<file path="config.mk">
export PLATFORM = sky130hd
export DESIGN_NAME = mem_access_stage_flat
export DESIGN_NICKNAME = d
export VERILOG_FILES = /design/src/rtl/mem_access_stage_if.sv /design/src/rtl/mem_access_stage.sv /design/src/flat_wrapper.sv
export SDC_FILE = /design/constraint.sdc
export NUM_CORES = 1
export LEC_CHECK = 0
export ABC_AREA = 1
export CAP_MARGIN = 20
export CORE_MARGIN = 4
export CORE_UTILIZATION = 49
export CTS_BUF_LIST = sky130_fd_sc_hd__clkbuf_8
export DETAILED_ROUTE_END_ITERATION = 7
export PLACE_DENSITY = 0.95
export SETUP_SLACK_MARGIN = 0.5
export SLEW_MARGIN = 15
export SYNTH_ARGS = -nofsm -noshare
export SYNTH_HDL_FRONTEND = slang
export SYNTH_SLANG_ARGS = --single-unit
</file>
<file path="constraint.sdc">
create_clock -name clk -period 2.1 [get_ports clk]
set_clock_uncertainty 0.2 [all_clocks]
set_input_delay 0.21 -clock clk [delete_from_list [all_inputs] [get_ports clk]]
set_output_delay 0.21 -clock clk [all_outputs]
set_load 0.02 [all_outputs]
</file>
<file path="src/rtl/mem_access_stage_if.sv">
// Pipeline handshake bundle around the MEM stage: the EXE->MEM link
// (valid/bus in, allowin out) and the MEM->WB link (valid/bus out,
// allowin in). The slave modport is the MEM stage's view; the master
// modport is the view of the surrounding pipeline.
interface mem_access_stage_if #(
    parameter int ES_TO_MS_BUS_WD = 71,
    parameter int MS_TO_WS_BUS_WD = 70
);
    logic                       es_to_ms_valid;
    logic [ES_TO_MS_BUS_WD-1:0] es_to_ms_bus;
    logic                       ms_allowin;
    logic                       ws_allowin;
    logic                       ms_to_ws_valid;
    logic [MS_TO_WS_BUS_WD-1:0] ms_to_ws_bus;

    modport master (
        output es_to_ms_valid,
        output es_to_ms_bus,
        output ws_allowin,
        input  ms_allowin,
        input  ms_to_ws_valid,
        input  ms_to_ws_bus
    );

    modport slave (
        input  es_to_ms_valid,
        input  es_to_ms_bus,
        input  ws_allowin,
        output ms_allowin,
        output ms_to_ws_valid,
        output ms_to_ws_bus
    );
endinterface

</file>
<file path="src/rtl/mem_access_stage.sv">
// MEM stage of the 5-stage LA32 core. Holds one instruction from EXE,
// picks the write-back value (synchronous data-SRAM read data for loads,
// ALU result otherwise) and forwards it to WB. The SRAM read data is only
// valid in the first cycle after accept, so it is captured into a holding
// register to keep a load's value stable while WB stalls.
module mem_access_stage #(
    parameter int ES_TO_MS_BUS_WD = 71,
    parameter int MS_TO_WS_BUS_WD = 70
) (
    input  logic              clk,
    input  logic              reset,
    mem_access_stage_if.slave pipe,
    input  logic [31:0]       data_sram_rdata,
    output logic [4:0]        ms_to_ds_dest,
    output logic              ms_to_ds_load_op,
    output logic [31:0]       ms_to_ds_result
);
    logic                       ms_valid_r;
    logic [ES_TO_MS_BUS_WD-1:0] bus_r;
    logic                       ms_first_r;
    logic [31:0]                rdata_buf_r;

    logic                       ms_ready_go_s;
    logic                       ms_allowin_s;
    logic                       accept_s;
    logic                       res_from_mem_s;
    logic                       gr_we_s;
    logic [4:0]                 dest_s;
    logic [31:0]                alu_result_s;
    logic [31:0]                pc_s;
    logic [31:0]                mem_rdata_s;
    logic [31:0]                final_result_s;

    // Stage never needs extra cycles: memory access completes in the SRAM.
    assign ms_ready_go_s  = 1'b1;
    assign ms_allowin_s   = !ms_valid_r || (ms_ready_go_s && pipe.ws_allowin);
    assign accept_s       = pipe.es_to_ms_valid && ms_allowin_s;

    assign res_from_mem_s = bus_r[70];
    assign gr_we_s        = bus_r[69];
    assign dest_s         = bus_r[68:64];
    assign alu_result_s   = bus_r[63:32];
    assign pc_s           = bus_r[31:0];

    // SRAM data is live only on the first cycle; afterwards use the copy.
    assign mem_rdata_s    = ms_first_r ? data_sram_rdata : rdata_buf_r;
    assign final_result_s = res_from_mem_s ? mem_rdata_s : alu_result_s;

    assign pipe.ms_allowin     = ms_allowin_s;
    assign pipe.ms_to_ws_valid = ms_valid_r && ms_ready_go_s;
    assign pipe.ms_to_ws_bus   = {gr_we_s, dest_s, final_result_s, pc_s};

    assign ms_to_ds_dest    = dest_s & {5{ms_valid_r && gr_we_s}};
    assign ms_to_ds_load_op = ms_valid_r && res_from_mem_s;
    assign ms_to_ds_result  = final_result_s;

    // Occupancy: refilled (or emptied by a bubble) whenever the stage can take input.
    always_ff @(posedge clk) begin
        if (reset) begin
            ms_valid_r <= 1'b0;
        end else if (ms_allowin_s) begin
            ms_valid_r <= pipe.es_to_ms_valid;
        end else begin
            ms_valid_r <= ms_valid_r;
        end
    end

    // Payload register: loads only on a real accept so a stalled instruction stays stable.
    always_ff @(posedge clk) begin
        if (reset) begin
            bus_r <= {ES_TO_MS_BUS_WD{1'b0}};
        end else if (accept_s) begin
            bus_r <= pipe.es_to_ms_bus;
        end else begin
            bus_r <= bus_r;
        end
    end

    // First-cycle flag: marks the one cycle in which data_sram_rdata belongs to us.
    always_ff @(posedge clk) begin
        if (reset) begin
            ms_first_r <= 1'b0;
        end else begin
            ms_first_r <= accept_s;
        end
    end

    // Read-data holding register: snapshot the SRAM output on the first cycle.
    always_ff @(posedge clk) begin
        if (reset) begin
            rdata_buf_r <= 32'h0000_0000;
        end else if (ms_first_r) begin
            rdata_buf_r <= data_sram_rdata;
        end else begin
            rdata_buf_r <= rdata_buf_r;
        end
    end
endmodule
</file>
<file path="src/flat_wrapper.sv">
// flat-port wrapper written by rule: the top's interface ports become plain ports
module mem_access_stage_flat 
#(
    parameter int ES_TO_MS_BUS_WD = 71,
    parameter int MS_TO_WS_BUS_WD = 70
)
  (clk, reset, data_sram_rdata, ms_to_ds_dest, ms_to_ds_load_op, ms_to_ds_result, pipe_es_to_ms_valid, pipe_es_to_ms_bus, pipe_ws_allowin, pipe_ms_allowin, pipe_ms_to_ws_valid, pipe_ms_to_ws_bus);
  mem_access_stage_if #(.ES_TO_MS_BUS_WD(ES_TO_MS_BUS_WD), .MS_TO_WS_BUS_WD(MS_TO_WS_BUS_WD)) pipe_i ();
  input  logic clk;
  input  logic reset;
  input  logic [31:0] data_sram_rdata;
  output logic [4:0] ms_to_ds_dest;
  output logic ms_to_ds_load_op;
  output logic [31:0] ms_to_ds_result;
  input wire logic [$bits(pipe_i.es_to_ms_valid)-1:0] pipe_es_to_ms_valid;
  input wire logic [$bits(pipe_i.es_to_ms_bus)-1:0] pipe_es_to_ms_bus;
  input wire logic [$bits(pipe_i.ws_allowin)-1:0] pipe_ws_allowin;
  output wire logic [$bits(pipe_i.ms_allowin)-1:0] pipe_ms_allowin;
  output wire logic [$bits(pipe_i.ms_to_ws_valid)-1:0] pipe_ms_to_ws_valid;
  output wire logic [$bits(pipe_i.ms_to_ws_bus)-1:0] pipe_ms_to_ws_bus;
  assign pipe_i.es_to_ms_valid = pipe_es_to_ms_valid;
  assign pipe_i.es_to_ms_bus = pipe_es_to_ms_bus;
  assign pipe_i.ws_allowin = pipe_ws_allowin;
  assign pipe_ms_allowin = pipe_i.ms_allowin;
  assign pipe_ms_to_ws_valid = pipe_i.ms_to_ws_valid;
  assign pipe_ms_to_ws_bus = pipe_i.ms_to_ws_bus;
  mem_access_stage #(.ES_TO_MS_BUS_WD(ES_TO_MS_BUS_WD), .MS_TO_WS_BUS_WD(MS_TO_WS_BUS_WD)) u_core (.clk(clk), .reset(reset), .pipe(pipe_i), .data_sram_rdata(data_sram_rdata), .ms_to_ds_dest(ms_to_ds_dest), .ms_to_ds_load_op(ms_to_ds_load_op), .ms_to_ds_result(ms_to_ds_result));
endmodule
</file>
Word level (Yosys, flattened, before mapping)
Index checks and enable logic that the tools add are counted.
{"block": "word_totals", "input_bits": 107, "ff_bits": 105, "elab_cells": 12, "out_inout_bits": 110}
{"block": "classes", "muxes": 2, "n_reduce_logical": 5, "bitwise": 1}
{"op": "$mux W32", "count": 2}
{"op": "$and A5 B5 Y5", "count": 1}
{"op": "$logic_and A1 B1 Y1", "count": 3}
{"op": "$logic_not A1 Y1", "count": 1}
{"op": "$logic_or A1 B1 Y1", "count": 1}

Depth between registers and ports, before layout
{"block": "logic_depth", "ltp_word": 3, "mapped_depth": 7}

Worst setup path after synthesis
No wires, ideal clock.
{"block": "synth_timing", "path_type": "register -> output", "startpoint": "register u_core.ms_first_r", "endpoint": "output pipe_ms_to_ws_bus[54]", "arrival_ns": 1.233, "n_path_buf": 4, "path_stages_with_launch": 7, "setup_slack_ns": 0.457, "path_cell_list": "dfxtp_1 > buf_2 > buf_6 > buf_2 > o211ai_1 > nand2_1 > buf_4"}
{"block": "synth_via", "elab_chain_cells": 2}
{"element": "start, declared", "line_no": "mem_access_stage.sv:20", "source": "logic ms_first_r;"}
{"element": "start signal, assigned", "line_no": "mem_access_stage.sv:84", "source": "ms_first_r <= accept_s;"}
{"element": "$mux W32", "line_no": "mem_access_stage.sv:46", "source": "assign mem_rdata_s = ms_first_r ? data_sram_rdata : rdata_buf_r;"}
{"element": "$mux W32", "line_no": "mem_access_stage.sv:47", "source": "assign final_result_s = res_from_mem_s ? mem_rdata_s : alu_result_s;"}
{"element": "end, declared", "line_no": "flat_wrapper.sv:20", "source": "output wire logic [$bits(pipe_i.ms_to_ws_bus)-1:0] pipe_ms_to_ws_bus;"}
No other way between the ends.

Worst setup path after layout
{"block": "layout_timing", "startpoint": "register u_core.ms_first_r", "endpoint": "output ms_to_ds_result[0]"}
{"block": "layout_via", "elab_chain_cells": 2}
{"element": "$mux W32", "line_no": "mem_access_stage.sv:46"}
{"element": "$mux W32", "line_no": "mem_access_stage.sv:47"}
{"element": "end, declared", "line_no": "flat_wrapper.sv:14", "source": "output logic [31:0] ms_to_ds_result;"}
No other way between the ends.

==> impl_results.html <==
<table>
<tr><th>Metric</th><th>Value</th></tr>
<tr><th colspan="2">Logic synthesis</th></tr>
<tr><td>Post-synthesis net count</td><td>941</td></tr>
<tr><td>Number of instances in the synthesized netlist</td><td>between 800 and 900</td></tr>
<tr><td>Yosys warnings</td><td>0</td></tr>
<tr><td>Netlist area before placement</td><td>between 0.005 and 0.006 mm2</td></tr>
<tr><td>Post-synthesis sequential area ratio</td><td>37.8%</td></tr>
<tr><td>Unique masters post-synth</td><td>16</td></tr>
<tr><td>Synth Register Bits</td><td>~110</td></tr>
<tr><td>Average footprint of a synthesized cell</td><td>~6.7 um2</td></tr>
<tr><th colspan="2">Status</th></tr>
<tr><td>Run status</td><td>completed</td></tr>
<tr><th colspan="2">Timing</th></tr>
<tr><td>Setup violations, final</td><td>0</td></tr>
<tr><td>Max Fclk</td><td>around 490 MHz</td></tr>
<tr><td>Final number of hold-violating endpoints</td><td>0</td></tr>
<tr><td>Worst Max-Slew Pin Slew</td><td>343 ps</td></tr>
<tr><td>Max-slew headroom at the worst pin</td><td>77.1%</td></tr>
<tr><td>RSZ-0062 raised after global routing</td><td>yes</td></tr>
<tr><td>Final worst path period share</td><td>between 90% and 100%</td></tr>
<tr><td>Total negative slack for setup checks</td><td>0 ps</td></tr>
<tr><td>Post-route minimum period</td><td>2020 ps</td></tr>
<tr><td>Number of max-slew violations in the final report</td><td>0</td></tr>
<tr><th colspan="2">Placement</th></tr>
<tr><td>HPWL after detailed placement</td><td>10500 um</td></tr>
<tr><td>Final Wtd Congestion</td><td>0.847</td></tr>
<tr><td>Placed Area</td><td>approximately 0.0073 mm2</td></tr>
<tr><td>Port Buf Inserts</td><td>216</td></tr>
<tr><th colspan="2">Route</th></tr>
<tr><td>Met1 Routed Length</td><td>approximately 6000 um</td></tr>
<tr><td>DRT Wirelength</td><td>15300 um</td></tr>
<tr><td>Routed wl met3</td><td>1040 um</td></tr>
<tr><td>Total iterations of the first detailed-routing run</td><td>5</td></tr>
<tr><td>Post-DR vias/cell</td><td>around 4.9</td></tr>
<tr><td>Post-detailed-route wirelength per cell</td><td>13.9 um</td></tr>
<tr><td>Antenna Nets Post-Route</td><td>0</td></tr>
<tr><td>Vias after detailed routing</td><td>5447</td></tr>
<tr><td>Met2 wire length</td><td>7880 um</td></tr>
<tr><td>DRC</td><td>0</td></tr>
<tr><td>Initial detailed-routing violation count</td><td>roughly 390</td></tr>
<tr><td>Max Used Layer</td><td>met4</td></tr>
<tr><th colspan="2">Floorplanning</th></tr>
<tr><td>Overall die width</td><td>115 um</td></tr>
<tr><td>Die area</td><td>roughly 0.013 mm2</td></tr>
<tr><td>Height of the die</td><td>~110 um</td></tr>
<tr><td>Placeable core region</td><td>between 0.01 and 0.015 mm2</td></tr>
<tr><td>Initial core utilization</td><td>50.7%</td></tr>
<tr><td>Std-Cell Rows</td><td>38</td></tr>
<tr><td>Boundary pin count</td><td>217</td></tr>
<tr><th colspan="2">Cells and area</th></tr>
<tr><td>Post-route standard cell area excluding fillers</td><td>0.00744 mm2</td></tr>
<tr><td>Layout Area Growth over Synthesis</td><td>33.7%</td></tr>
<tr><td>Fraction of final layout cells sized beyond drive strength 1</td><td>15.4%</td></tr>
<tr><td>Final nets</td><td>between 1k and 1.5k</td></tr>
<tr><td>Ant. Diodes</td><td>0</td></tr>
<tr><td>Commonest non-fill, non-tap cell in the layout</td><td>nand2_1</td></tr>
<tr><td>Commonest non-fill, non-tap cells in the layout</td><td>139 x nand2_1, 113 x inv_1, 108 x nor2_1, 105 x clkdlybuf4s50_1, 101 x dfxtp_1</td></tr>
<tr><th colspan="2">Critical path</th></tr>
<tr><td>Stages on the worst setup path</td><td>5</td></tr>
<tr><td>Critical-path maximum fanout</td><td>6</td></tr>
<tr><td>Critical path's top delay family</td><td>buffers and inverters</td></tr>
<tr><td>Slowest cell on crit path</td><td>dfxtp_4</td></tr>
<tr><td>Worst Setup End Kind</td><td>output pin</td></tr>
<tr><td>Critical Path RT</td><td>1690 ps</td></tr>
<tr><td>Worst R2R Path Depth</td><td>6</td></tr>
<tr><td>Number of buffer and inverter instances along the worst setup path</td><td>3</td></tr>
<tr><td>Nature of the critical path startpoint</td><td>flop</td></tr>
<tr><td>Crit path kind</td><td>flop to output pin</td></tr>
<tr><td>Data arrival time at the worst-slack endpoint</td><td>1610 ps</td></tr>
<tr><td>Largest stage delay on the critical path</td><td>~400 ps</td></tr>
<tr><td>Worst path cell trace</td><td>buf_12, buf_16, o211ai_1, nand2_1, buf_6</td></tr>
<tr><th colspan="2">Clock network</th></tr>
<tr><td>CTS clk-pin slew, worst paths</td><td>around 100 ps</td></tr>
<tr><td>Number of H-tree levels</td><td>3</td></tr>
<tr><td>Sink count of the clock tree</td><td>105</td></tr>
<tr><td>CTS tree</td><td>done</td></tr>
<tr><td>Clk root buf</td><td>clkbuf_8</td></tr>
<tr><td>Total CTS buffers</td><td>9</td></tr>
<tr><td>Maximum clock insertion buffer count</td><td>2</td></tr>
<tr><td>CTS Hold Buffers Added</td><td>0</td></tr>
<tr><td>Insertion delay of the later-clocked pin in the worst-skew pair</td><td>between 300 and 400 ps</td></tr>
<tr><th colspan="2">Power and ir drop</th></tr>
<tr><td>Worst IR Drop VDD</td><td>0.407 mV</td></tr>
<tr><td>Power density over the cells</td><td>around 640 mW/mm2</td></tr>
<tr><td>Leakage power summed over all cells</td><td>around 3.8 nW</td></tr>
<tr><th colspan="2">Flow run</th></tr>
<tr><td>Maxcap violations</td><td>0</td></tr>
<tr><th colspan="2">Worst hold path</th></tr>
<tr><td>Worst hold path class</td><td>input pin to flop</td></tr>
<tr><td>Worst Hold Depth</td><td>3</td></tr>
<tr><th colspan="2">Global routing</th></tr>
<tr><td>Antenna violations before repair</td><td>0</td></tr>
<tr><td>Overall overflow remaining after global route</td><td>0</td></tr>
<tr><td>Total GRT Usage</td><td>22.2%</td></tr>
<tr><td>Number of global-route vias before repair</td><td>about 5.1k</td></tr>
<tr><td>Wire length of the first global-routing pass</td><td>approximately 24000 um</td></tr>
<tr><td>Pin count of the biggest net entering global routing</td><td>86</td></tr>
</table>
stage by stage:
stage / util [%] / power, W / worst slack [ps] / cells / hold WS (ps)
floorplan: - / 0.00321 / 495 / 834 / 229
CTS: 67.8 / 0.00478 / 58.5 / 1096 / 86.5
global placement: 66.6 / 0.00370 / 85.1 / 1074 / 259
global route: 67.8 / 0.00502 / 7.17 / 1102 / 113
finish: 67.8 / 0.00476 / 78.2 / 1102 / 119
detailed placement: 66.6 / 0.00375 / 57.0 / 1074 / 267
cells in the mapped netlist:
cell type,count,share of area [%]
a21oi_1,72,6.5
buf_2,36,3.2
buf_4,79,11
buf_6,6,1.2
clkbuf_1,8,0.54
clkbuf_2,1,0.090
dfxtp_1,105,38
inv_1,111,7.5
inv_2,1,0.067
nand2_1,170,11
nand2_2,1,0.11
nand3_1,71,6.4
nor2_1,109,7.3
o211ai_1,32,4.3
o21ai_0,28,2.5
o21ai_1,4,0.36
state kept, by name (all words and copies together), names as in the netlist:
register,count
u_core.pipe.ms_to_ws_valid,1
u_core.rdata_buf_r,32
u_core.bus_r,71
u_core.ms_first_r,1
layout make-up:
| class | count | area (um2) |
|---|---|---|
| Clock buffer | 10 | 138 |
| Clock inverter | 6 | 35.0 |
| Fill cell | 908 | 3540 |
| Inverter | 112 | 420 |
| Multi-Input combinational cell | 487 | 2250 |
| Sequential cell | 105 | 2110 |
| Tap cell | 140 | 175 |
| Timing Repair Buffer | 242 | 2310 |
worst register-to-register path, stage by stage, from the launching register on:
cell and delay [ps]:
dfxtp_4 400, buf_12 150, buf_16 130, buf_4 140
buf_4 130, o21ai_0 190, nor2_1 70
power breakdown:
group          total [W]  internal, W  switching [W]
sequential       0.00223      0.00214      0.0000868
clock            0.00112     0.000459       0.000657
combinational    0.00141     0.000635       0.000778
total            0.00476      0.00324        0.00152
timing repair:
| action | in CTS | in global routing |
|---|---|---|
| buffers inserted | 3 | 5 |
| gates resized for setup | 271 | 72 |
| setup endpoints to repair | 110 | 65 |
| pin swaps | 9 | 12 |
| cloned | 3 | 1 |
layer usage:
| layer | vias up | track usage, % |
|---|---|---|
| met5 | - | 0 |
| met4 | 0 | 8.08 |
| met3 | 27 | 5.76 |
| met2 | 176 | 39.7 |
| met1 | 2476 | 25.4 |
| li1 | 2768 | - |
worst paths after layout:
check	from	end	slack, ps
setup / recovery	u_core.ms_first_r	ms_to_ds_result[0]	80
hold / removal	pipe_es_to_ms_valid	u_core.bus_r[15]	120
setup reg to reg	u_core.ms_first_r	u_core.rdata_buf_r[21]	590
hold reg to reg	u_core.bus_r[24]	u_core.bus_r[24]	280
cell families (layout without fill, tap and decap cells):
family,count (synthesis),after routing,synth area share (%)
buffers and inverters,242,370,23.3
AO/OA/AOI/OAI,136,136,13.7
AND/OR/NAND/NOR,351,351,25.3
flip-flops,105,105,37.8
(Power assumes the default switching activity.)
